<file path="src/rtl/adc_dsp_pkg.sv">
// Shared definitions for the ADC decimation blocks: state encoding, default
// parameters and counter sizing helper.
package adc_dsp_pkg;

    typedef enum logic {
        ST_SETTLE = 1'b0,
        ST_ACCUM  = 1'b1
    } state_t;

    localparam int unsigned DEF_BITS   = 8;
    localparam int unsigned DEF_LOG2_N = 2;
    localparam int unsigned DEF_SETTLE = 3;

    // Counter width able to hold 0..limit-1, never narrower than one bit.
    function automatic int unsigned cnt_width(input int unsigned limit);
        return (limit <= 1) ? 1 : $clog2(limit);
    endfunction

endpackage

</file>
<file path="src/rtl/adc_decimator.sv">
// Boxcar decimator: discards SETTLE samples after reset, then averages each
// group of 2**LOG2_N accepted ADC codes into one truncated output code.
module adc_decimator
    import adc_dsp_pkg::*;
#(
    parameter int unsigned BITS   = DEF_BITS,
    parameter int unsigned LOG2_N = DEF_LOG2_N,
    parameter int unsigned SETTLE = DEF_SETTLE
) (
    input  logic            clk,
    input  logic            rst,
    input  logic [0:BITS-1] in_code,
    input  logic            in_valid,
    output logic [0:BITS-1] out_code,
    output logic            out_valid,
    input  logic            out_ready,
    output logic            clip,
    output logic            overrun
);

    localparam int unsigned N           = 2 ** LOG2_N;
    localparam int unsigned ACC_W       = BITS + LOG2_N;
    localparam int unsigned SCNT_W      = cnt_width(SETTLE);
    localparam int unsigned NCNT_W      = cnt_width(N);
    localparam int unsigned SETTLE_LAST = (SETTLE == 0) ? 0 : SETTLE - 1;
    localparam bit          NO_SETTLE   = (SETTLE == 0);

    state_t              state;
    state_t              state_next;
    logic [SCNT_W-1:0]   scnt;
    logic [NCNT_W-1:0]   ncnt;
    logic [ACC_W-1:0]    acc;

    logic                accept_c;
    logic                last_c;
    logic                load_c;
    logic [ACC_W-1:0]    sum_c;
    logic [0:BITS-1]     result_c;

    // With no settle period the first post-reset sample is already averaged.
    always_comb begin
        state_next = state;
        accept_c   = 1'b0;
        last_c     = (ncnt == NCNT_W'(N - 1));
        sum_c      = acc + ACC_W'(in_code);
        result_c   = BITS'(sum_c >> LOG2_N);

        case (state)
            ST_SETTLE: begin
                if (NO_SETTLE) begin
                    state_next = ST_ACCUM;
                    accept_c   = in_valid;
                end else if (in_valid && scnt == SCNT_W'(SETTLE_LAST)) begin
                    state_next = ST_ACCUM;
                end
            end
            ST_ACCUM: begin
                accept_c = in_valid;
            end
            default: begin
                state_next = ST_SETTLE;
            end
        endcase

        load_c = accept_c && last_c;
    end

    always_ff @(posedge clk) begin
        if (rst) begin
            state <= ST_SETTLE;
        end else begin
            state <= state_next;
        end
    end

    // Settle counter, sample counter and running sum.
    always_ff @(posedge clk) begin
        if (rst) begin
            scnt <= '0;
            ncnt <= '0;
            acc  <= '0;
        end else begin
            if (state == ST_SETTLE && in_valid && !NO_SETTLE) begin
                scnt <= scnt + SCNT_W'(1);
            end
            if (accept_c) begin
                if (last_c) begin
                    ncnt <= '0;
                    acc  <= '0;
                end else begin
                    ncnt <= ncnt + NCNT_W'(1);
                    acc  <= sum_c;
                end
            end
        end
    end

    // Result register with consume/overwrite handling and sticky flags.
    always_ff @(posedge clk) begin
        if (rst) begin
            out_code  <= '0;
            out_valid <= 1'b0;
            clip      <= 1'b0;
            overrun   <= 1'b0;
        end else begin
            if (load_c) begin
                out_code  <= result_c;
                out_valid <= 1'b1;
                if (out_valid && !out_ready) begin
                    overrun <= 1'b1;
                end
            end else if (out_valid && out_ready) begin
                out_valid <= 1'b0;
            end
            if (accept_c && in_code == '1) begin
                clip <= 1'b1;
            end
        end
    end

endmodule
</file>
<file path="config.mk">
export PLATFORM = sky130hd
export DESIGN_NAME = adc_decimator
export DESIGN_NICKNAME = d
export VERILOG_FILES = /design/src/rtl/adc_dsp_pkg.sv /design/src/rtl/adc_decimator.sv
export SDC_FILE = /design/constraint.sdc
export NUM_CORES = 1
export LEC_CHECK = 0
export CAP_MARGIN = 20
export CORE_MARGIN = 2
export CORE_UTILIZATION = 53
export DETAILED_ROUTE_END_ITERATION = 6
export DONT_BUFFER_PORTS = 1
export GPL_ROUTABILITY_DRIVEN = 0
export HOLD_SLACK_MARGIN = 0.1
export PLACE_DENSITY = 0.78
export SLEW_MARGIN = 20
export SYNTH_ARGS = -nofsm -noshare
export SYNTH_HDL_FRONTEND = slang
export SYNTH_SLANG_ARGS = --single-unit
</file>
<file path="constraint.sdc">
create_clock -name clk -period 2.4 [get_ports clk]
set_input_delay 0 -clock clk [delete_from_list [all_inputs] [get_ports clk]]
set_output_delay 0 -clock clk [all_outputs]
set_load 0.01 [all_outputs]
</file>
==> impl_results.md <==
* DRT Wirelength at 3050 um
* Startpoint Class: flip-flop
* Critical Path Max Stage Delay at 0.41 ns
* Fmax at 0.460 GHz
* Fin crit share at 90.5%
* Area Growth Syn to Fin at 9.55%
* Via count at 1227
* CTS tree: built
* RSZ-0062 raised after global routing: no
* Gate Count Post-Synth at 164
* Max VDD drop at 397 uV
* Row cnt at 18
* Syn. warnings at 0
* Initial antenna violation count at 0
* Antenna Nets Post-Route at 0
* Number of buffers created by CTS at 3
* Main synth FF type: dfxtp_1
* Post-synthesis sequential area ratio at 37.1%
* Crit-path max FO at 3
* Clock slew seen by the registers of the worst setup and hold paths at 0.15 ns
* Most numerous cell in the Yosys netlist: dfxtp_1
* Postcts setup bufs at 0
* Pwr/cell area at 545 nW/um2
* Arr. time, crit path at 2.43 ns
* Worst slew margin at 32.9%
* Slew @ Worst Pin at 1.00 ns
* Worst Path Buf+Inv at 1
* Cell Area, Synth at 1400 um2
* Crit path time final at 2.17 ns
* CP Capture Type: flip-flop
* Clk buf depth at 2
* Net Count, Synth at 187
* Synth async-reset ratio at 0%
* Die height at 55.4 um
* Cts hold-fix bufs at 6
* Largest area contributor in the netlist: dfxtp_1
* DP HPWL at 2190 um
* Number of max-cap violations at 0
* Slowest CP cell: or4_1
* H-tree lvl count at 1
* CP dominant cell by count: a21oi_1
* CTS root buf: clkbuf_4
* Setup CP Type: reg2reg
* Routed wire length per instance at 15.4 um
* #FFs+latches synth at 26
* Initial Utilization at 56.1%
* # DRC at 0
* Setup TNS at 0 ns
* Antenna cell count at 0
* CTS Sinks at 26
* Status: completed
* Number of global-route vias before repair at 1207
* Worst EP required at 2.66 ns
* Syn avg cell area at 8.54 um2
* Die X at 55.4 um
* Initial DRC count at 50
* Nets at 192
* Most common library cells after synthesis: dfxtp_1, a21oi_1, nor2_1
* Core Region at 2500 um2
* Number of flops mapped to enable cells by yosys at 0
* Yosys cell types at 40
* Top delay family on crit path: adder cells
* Share of cells above drive strength 1 at 6.55%
* Leak pwr at 0.574 nW
* Gr usage total at 22.0%
* Synth area leaders: dfxtp_1, ha_1, a21oi_1
* Placed cells at 188
* Final hold violations at 0
* Global-route wire length before repair at 5550 um
* Fin. max-slew vios at 0
* Hold WC Path Type: in2reg
* Non-filler cells, final at 198
* Gr ovfl total at 0
* Number of port buffers at 0
* Pin count of the biggest net entering global routing at 29
* DRT Pass-1 Iters at 4
* Setup violations, final at 0
* Total Die Area at 3070 um2
* CP cell instances: ha_1 > inv_1 > fa_1 > nand2b_1 > a21oi_2 > a21oi_1 > or4_1 > a21oi_1
* CTS resizes at 0
* I/O pin cnt at 23
* Vias/cell at 6.20
* Worst-skew pair later-pin latency at 0.32 ns
* Clock skew at 0.00544 ns
* Top cell type's share of synthesized area at 37.1%
## worst min-delay path, stage by stage
cell and delay, ns:
inv_1 0.06, fa_1 0.16, nor3_1 0.05, a21oi_1 0.10, nor2_1 0.04
## layout by cell type (no fill, tap or decap), drive strengths merged, types with 4 or more instances in the layout
cell         synthesis  layout
dfxtp               26      26
a211oi               4       4
a21oi               19      19
nand3                9       9
dlygate4sd3          0       6
ha                  10      10
nor3                 5       5
inv                  6       6
nor2                16      16
nand2               13      13
## cell type report
type / instances / area [um2]
clock buffers: 3 / 22.5
well taps: 30 / 37.5
repair buffers: 8 / 75.1
flip-flops and latches: 26 / 520
clock inverters: 1 / 30.0
multi-input cells: 124 / 827
fillers: 209 / 965
inverters: 6 / 22.5
## flip-flops by register name (all words and copies together) (netlist names)
| signal | count |
|---|---|
| acc | 10 |
| out_code | 8 |
| ncnt | 2 |
| scnt | 2 |
| clip | 1 |
| out_valid | 1 |
| overrun | 1 |
| state | 1 |
## cell families after synthesis
group           share of synthesized area [%]
fa+ha+maj                                10.4
buf+inv                                  3.84
simple gates                             24.9
mux                                     0.714
compound gates                           19.9
flops                                    37.1
xor+xnor                                 3.13
## final timing paths
| check | slack (ns) | endpoint | depth (start not counted) | from |
|---|---|---|---|---|
| worst min-delay path | 0.12 | acc[1]$_SDFFE_PP0P_ | 5 | in_code[6] |
| worst min register to register | 0.47 | acc[3]$_SDFFE_PP0P_ | 2 | acc[3]$_SDFFE_PP0P_ |
| worst max-delay path | 0.23 | acc[8]$_SDFFE_PP0P_ | 8 | acc[0]$_SDFFE_PP0P_ |
| worst max register to register | 0.23 | acc[8]$_SDFFE_PP0P_ | 8 | acc[0]$_SDFFE_PP0P_ |
## report_power, final
part,switching [mW],internal (mW),leakage (nW)
sequential,0.00684,0.441,0.210
clock,0.134,0.169,0.0279
combinational,0.0521,0.0344,0.336
total,0.193,0.644,0.574
## through the flow
| stage | power (mW) | hold WS [ns] | worst slack, ns | area [um2] | utilization, % |
|---|---|---|---|---|---|
| floorplan | 0.521 | 0.145 | 0.459 | 1400 | - |
| global placement | 0.527 | 0.0732 | 0.405 | 1420 | 56.9 |
| detailed placement | 0.531 | 0.0766 | 0.323 | 1420 | 56.9 |
| CTS | 0.846 | 0.118 | 0.244 | 1540 | 61.4 |
| global route | 0.874 | 0.150 | 0.0621 | 1540 | 61.4 |
| finish | 0.837 | 0.122 | 0.228 | 1540 | 61.4 |
## per-layer routing
layer / share of wire [%] / up-vias / track usage [%]
met2: 51 / 20 / 38.3
met4: 1.4 / 0 / 5.92
met1: 43 / 590 / 28.4
li1: - / 611 / -
met3: 3.9 / 6 / 2.81
met5: 0 / - / 0
No activity file was read; power rests on OpenSTA's default activity.
